<file path="src/rtl/regfile_mp.sv">
// Multi-port integer register file with write-to-read bypass and a per-register
// pending scoreboard used by the hazard unit for load-use stalls.
module regfile_mp #(
    parameter int XLEN     = 32,
    parameter int NREGS    = 32,
    parameter int NRD      = 2,
    parameter int ZERO_REG = 1,
    localparam int AW      = $clog2(NREGS)
) (
    input  logic                clk,
    input  logic                rst,
    input  logic                wr0_en,
    input  logic [AW-1:0]       wr0_addr,
    input  logic [XLEN-1:0]     wr0_data,
    input  logic                wr1_en,
    input  logic [AW-1:0]       wr1_addr,
    input  logic [XLEN-1:0]     wr1_data,
    input  logic [NRD*AW-1:0]   rd_addr,
    output logic [NRD*XLEN-1:0] rd_data,
    output logic [NRD-1:0]      rd_busy,
    input  logic                mark_en,
    input  logic [AW-1:0]       mark_addr,
    input  logic                flush
);

    logic [XLEN-1:0]  regs [NREGS];
    logic [NREGS-1:0] pending;
    logic [NREGS-1:0] pending_next;
    logic             wr0_ok;
    logic             wr1_ok;
    logic [AW-1:0]    ra;
    logic             hit0;
    logic             hit1;
    logic             zero_rd;

    assign wr0_ok = wr0_en && !(ZERO_REG != 0 && wr0_addr == '0);
    assign wr1_ok = wr1_en && !(ZERO_REG != 0 && wr1_addr == '0);

    // Port 1 is written last so it wins a same-address conflict.
    always_ff @(posedge clk or posedge rst) begin
        if (rst) begin
            for (int unsigned i = 0; i < NREGS; i++) begin
                regs[i] <= '0;
            end
        end else begin
            if (wr0_ok) regs[wr0_addr] <= wr0_data;
            if (wr1_ok) regs[wr1_addr] <= wr1_data;
        end
    end

    // Writeback clears before issue sets, so a same-cycle mark keeps the register pending.
    always_comb begin
        pending_next = pending;
        if (flush) begin
            pending_next = '0;
        end else begin
            if (wr0_en)  pending_next[wr0_addr]  = 1'b0;
            if (wr1_en)  pending_next[wr1_addr]  = 1'b0;
            if (mark_en) pending_next[mark_addr] = 1'b1;
        end
        if (ZERO_REG != 0) pending_next[0] = 1'b0;
    end

    always_ff @(posedge clk or posedge rst) begin
        if (rst) pending <= '0;
        else     pending <= pending_next;
    end

    always_comb begin
        rd_data = '0;
        rd_busy = '0;
        ra      = '0;
        hit0    = 1'b0;
        hit1    = 1'b0;
        zero_rd = 1'b0;
        for (int unsigned i = 0; i < NRD; i++) begin
            ra      = rd_addr[i*AW +: AW];
            hit0    = wr0_en && (wr0_addr == ra);
            hit1    = wr1_en && (wr1_addr == ra);
            zero_rd = rst || (ZERO_REG != 0 && ra == '0);
            if (zero_rd)   rd_data[i*XLEN +: XLEN] = '0;
            else if (hit1) rd_data[i*XLEN +: XLEN] = wr1_data;
            else if (hit0) rd_data[i*XLEN +: XLEN] = wr0_data;
            else           rd_data[i*XLEN +: XLEN] = regs[ra];
            rd_busy[i] = !zero_rd && pending[ra] && !(hit0 || hit1);
        end
    end

endmodule

</file>
<file path="config.mk">
export PLATFORM = sky130hd
export DESIGN_NAME = regfile_mp
export DESIGN_NICKNAME = d
export VERILOG_FILES = /design/src/rtl/regfile_mp.sv
export SDC_FILE = /design/constraint.sdc
export NUM_CORES = 2
export LEC_CHECK = 0
export CELL_PAD_IN_SITES_DETAIL_PLACEMENT = 2
export CELL_PAD_IN_SITES_GLOBAL_PLACEMENT = 2
export CORE_MARGIN = 3
export CORE_UTILIZATION = 42
export DETAILED_ROUTE_END_ITERATION = 7
export PLACE_DENSITY_LB_ADDON = 0.1
export SYNTH_ARGS = -nofsm -noshare
export SYNTH_HDL_FRONTEND = slang
export SYNTH_SLANG_ARGS = --single-unit
</file>
<file path="constraint.sdc">
create_clock -name clk -period 46.5 [get_ports clk]
set_clock_uncertainty 0.05 [all_clocks]
set_input_delay 4.65 -clock clk [delete_from_list [all_inputs] [get_ports clk]]
set_output_delay 4.65 -clock clk [all_outputs]
set_load 0.02 [all_outputs]
</file>
======== Word level (Yosys, flattened, before mapping) ========
Index checks and enable logic that the tools add are counted.
word-level totals
  register bits after elaboration ......... 1055
  latch bits .............................. 0
  RAM bits ................................ 0
  ROM bits ................................ 0
  input bits .............................. 95
  output and inout bits ................... 66
  logic and storage cells ................. 125
  memories kept ........................... 0
cells by class
  $add $sub $neg .......................... 0
  multipliers ............................. 0
  div/mod/pow operators ................... 0
  order comparisons ....................... 14
  equal/unequal tests ..................... 4
  shifts and indexed selects .............. 0
  multiplexer cells ....................... 36
  bitwise operators ....................... 9
  reduce and logical (&&, ||, !) cells .... 29
operator list
  cell                                                 number
  bitwise mux 1024 bit                                 2
  two-way mux 1024 bit                                 2
  two-way mux 32 bit                                   18
  binary-select mux 32 bit (select 5 bit)              2
  demux 32 bit (select 5 bit)                          2
  AND 32 bit                                           2
  NOT 32 bit                                           2
  OR 32 bit                                            1
  < comparator 5 x 6 -> 1 bit, second input constant   5
  >= comparator 6 bit, second input constant           4
  NOT 5 -> 6 bit                                       4
  == test 5 bit                                        4
  zero test 5 bit                                      4
  demux 1 bit (select 5 bit)                           3
  >= comparator 5 x 1 -> 1 bit, second input constant  3
  logical AND 1 bit                                    15
  < comparator 6 x 1 -> 1 bit, second input constant   2
  binary-select mux 1 bit (select 5 bit)               2
  zero test 1 bit                                      6
  two-way mux 1 bit                                    5
  logical OR 1 bit                                     4

======== Depth between registers and ports, before layout ========
  depth after elaboration ................. 14
  gate-level depth with buffers ........... 11

======== Worst setup path after synthesis ========
No wires, ideal clock.
  path type ............................... in2out
  start point ............................. input port rst
  end point ............................... output port rd_data[39]
  data arrival time ....................... 31339 ps
  setup slack ............................. 10461 ps
  stages .................................. 3
  buffers on the path ..................... 0
  path through ............................ inv_1 > o31ai_1 > a21oi_1
between the ends
  longest elaborated chain between the ends .. 2
ends and longest elaborated chain
  element             line  text
  start: declaration  11    input logic rst,
  logical OR 1 bit    80    zero_rd = rst || (ZERO_REG != 0 && ra == '0);
  two-way mux 32 bit  81    if (zero_rd) rd_data[i*XLEN +: XLEN] = '0;
  end: declaration    19    output logic [NRD*XLEN-1:0] rd_data,
Every way passes these cells.

======== Worst setup path in the final report ========
  start point ............................. input port rd_addr[5]
  end point ............................... output port rd_data[52]
between the ends
  longest elaborated chain between the ends .. 7
  elaborated cells between the ends (all ways) .. 13
ends and longest elaborated chain
  element                                                line  text
  start: declaration                                     18    input logic [NRD*AW-1:0] rd_addr,
  NOT 5 -> 6 bit (not written as such)                   84    else rd_data[i*XLEN +: XLEN] = regs[ra];
  binary-select mux 32 bit (select 5 bit)                84
  two-way mux 32 bit (not written as such) (2 in a row)  84
  two-way mux 32 bit                                     83    else if (hit0) rd_data[i*XLEN +: XLEN] = wr0_data;
  two-way mux 32 bit                                     82    else if (hit1) rd_data[i*XLEN +: XLEN] = wr1_data;
  two-way mux 32 bit (*)                                 81
Every way passes the cells marked *; elsewhere a longest branch is shown, timed or not. The select of a mux whose other input is x is not followed.

==> impl_metrics.json <==
{
  "status": "finished clean",
  "antenna_found_initial": 13,
  "top_usage_layer": "met2",
  "setup_tns_ps": 0,
  "power_frac_comb_pct": 24.8,
  "gp_congestion": 0.873,
  "ioPinCount": 161,
  "finalHoldViolCount": 0,
  "wl_per_cell_um": 39.8,
  "final_util_pct": 46.7,
  "regArea_um2": 26400,
  "fill_cells": 16377,
  "yosysWarnings": 0,
  "crit_fanout": 51,
  "area_delta_synth_final_pct": 10.4,
  "layout.nets": 6506,
  "maxSlewHeadroom_pct": 13.7,
  "worst_pin_slew_ps": 1300,
  "p_sw_w": 0.00109,
  "yosysMostFrequentCell": "mux2i_1",
  "ant_nets": 0,
  "synth_area_um2": 67100,
  "postSynthAreaPerCell_um2": 9.88,
  "hp-class": "reg2reg",
  "dieArea_um2": 165000,
  "yosysTopAreaCellShare_pct": 39.4,
  "ir_drop_mv": 0.0413,
  "min_period_over_period_pct": 31.3,
  "pre_cts_slack_ps": 31960,
  "arrival_ps": 9870,
  "critPathKind": "in2out",
  "fin_cells": 8595,
  "chipHeight_um": 406,
  "cts_tree": "built",
  "grt_usage_pct": 41.2,
  "cts_resized": 0,
  "cts_max_level": 4,
  "synth-async-reset-ratio_pct": 100,
  "synth_edf_count": 0,
  "swShare_pct": 33.2,
  "rows": 146,
  "placed_cells": 8345,
  "grt_start_max_net_pins": 152,
  "clock_latency_ps": 790,
  "drive_above_1_share_pct": 14.8,
  "core_um2": 159000,
  "overflow": 0,
  "ys_top_cells_by_area": "dfrtp_1 (39%), mux2i_1 (16%), mux4_2 (11%)",
  "grtUsageMet3_pct": 8.55,
  "maxSlewViolCount": 0,
  "cp.required_ps": 41800,
  "drt-total-wl_mm": 342,
  "num_vias": 61418,
  "firstDrtPassIters": 6,
  "grt_pass1_wl_mm": 488,
  "numPortBuffers": 160,
  "clkSinkCount": 1055,
  "hold_depth": 0,
  "drt_iter0_drc": 6633,
  "grtUsageMet1_pct": 52.6,
  "cts_buffer_depth": 3,
  "synth_top_cell_by_area": "dfrtp_1",
  "end_kind": "primary output",
  "remaining_drc_errors": 0,
  "grt_pass1_vias": 65929,
  "layout_setup_ws_ps": 31930,
  "initial_utilization_pct": 42.3,
  "cap_violations": 0,
  "rsz0062_at_grt": "no",
  "ys_seq_elements": 1055,
  "synthCells": 6789,
  "synth_fp_nets": 6884,
  "cts_setup_buffers": 0,
  "fp.dieW_um": 406,
  "synth_flop_cell": "dfrtp_1",
  "ys_seq_area_share_pct": 39.4,
  "vias_per_cell": 7.15,
  "clockPowerShare_pct": 33.8,
  "synthDistinctLibCells": 63,
  "p_int_w": 0.00220,
  "reg2reg_depth": 2,
  "fmax_ghz": 0.0686,
  "start_kind": "primary input",
  "p_leak_nw": 34.9,
  "p_per_area_nw_per_um2": 44.5,
  "synthTopCellsByCount": "mux2i_1 (1103), dfrtp_1 (1055), nand2_1 (648)",
  "hold_buffers": 0,
  "cts_buffers": 136,
  "use_met2_pct": 63.6,
  "path_clk_slew_ps": 60,
  "fin_crit_ps": 14570,
  "pwr-share-seq_pct": 41.4,
  "multi_input_area_um2": 37300,
  "setup_violations": 0,
  "hpwl_mm": 198,
  "cts-root-buf": "clkbuf_16"
}
==> logic make-up (layout without fill, tap and decap cells) <==
group | after synthesis | count (layout) | share of synthesized area [%]
muxes | 1520 | 1520 | 28.8
AOI/OAI and AO/OA | 1818 | 1818 | 16.2
and+or+nand+nor | 1504 | 1504 | 9.64
xor gates and xnor gates | 20 | 20 | 0.261
DFF | 1055 | 1055 | 39.4
buffers and inverters | 872 | 595 | 5.81
other | 0 | 11 | 0
==> layout by cell type (no fill, tap or decap), types with 94 or more instances in the layout <==
master              n
clkbuf_16         145
a22oi_1           289
mux2i_1          1103
dfrtp_1          1055
nand2_1           606
clkdlybuf4s50_1   148
buf_4             179
o21ai_0           441
nor2_1            581
mux4_2            315
o22ai_1            94
a21oi_1           639
mux2_2            101
==> power groups by stage <==
| stage | clock network, W | registers (W) | logic (W) |
|---|---|---|---|
| floorplan | 0 | 0.00128 | 0.000584 |
| global placement | 0 | 0.00135 | 0.000760 |
| detailed placement | 0 | 0.00136 | 0.000802 |
| CTS | 0.00112 | 0.00135 | 0.000810 |
| global route | 0.00116 | 0.00139 | 0.000882 |
| finish | 0.00112 | 0.00137 | 0.000818 |
==> area by class of cell <==
cell class	count	area share, %
repair buffers	347	4.23
clock buffers	201	5.53
diodes	11	0.0372
clock inverters	38	0.637
inverters	9	0.0558
well taps	2072	3.50
multi-input cells	4862	50.4
flip-flops and latches	1055	35.6
==> worst max-delay path, stage by stage <==
cell             delay [ps]
buf_8                   470
buf_4                   670
buf_4                   860
buf_4                   730
nor3_4                  240
buf_4                   300
a22o_1                  240
a221oi_1                220
nand4_1                 140
a21oi_1                 470
clkdlybuf4s50_1         700
==> final timing paths <==
check / startpoint / endpoint / slack [ps]
worst min register to register: regs[1017] / regs[1017] / 350
worst max-delay path: rd_addr[5] / rd_data[52] / 31930
worst min-delay path: regs[1017] / regs[1017] / 350
max in group asynchronous: rst / regs[623] / 38410
worst max register to register: regs[33] / regs[33] / 45470
min in group asynchronous: rst / regs[159] / 4730
==> layer usage <==
metal	vias up	routed length, µm
li1	24051	-
met1	32987	134000
met2	3302	154000
met3	1070	28400
met4	8	25100
met5	-	54
==> metrics by stage <==
stage                     area [µm²]  hold WS [ps]  total power, W
after global routing           74000           362         0.00343
after global placement         69500           331         0.00211
after floorplan                67100           391         0.00187
after CTS                      74000           352         0.00329
final                          74100           353         0.00330
after detailed placement       69500           339         0.00217
==> flip-flops by register name (all words and copies together) (netlist names) <==
signal	flops
regs	1024
pending	31
Power figures use the tool's default switching activity.
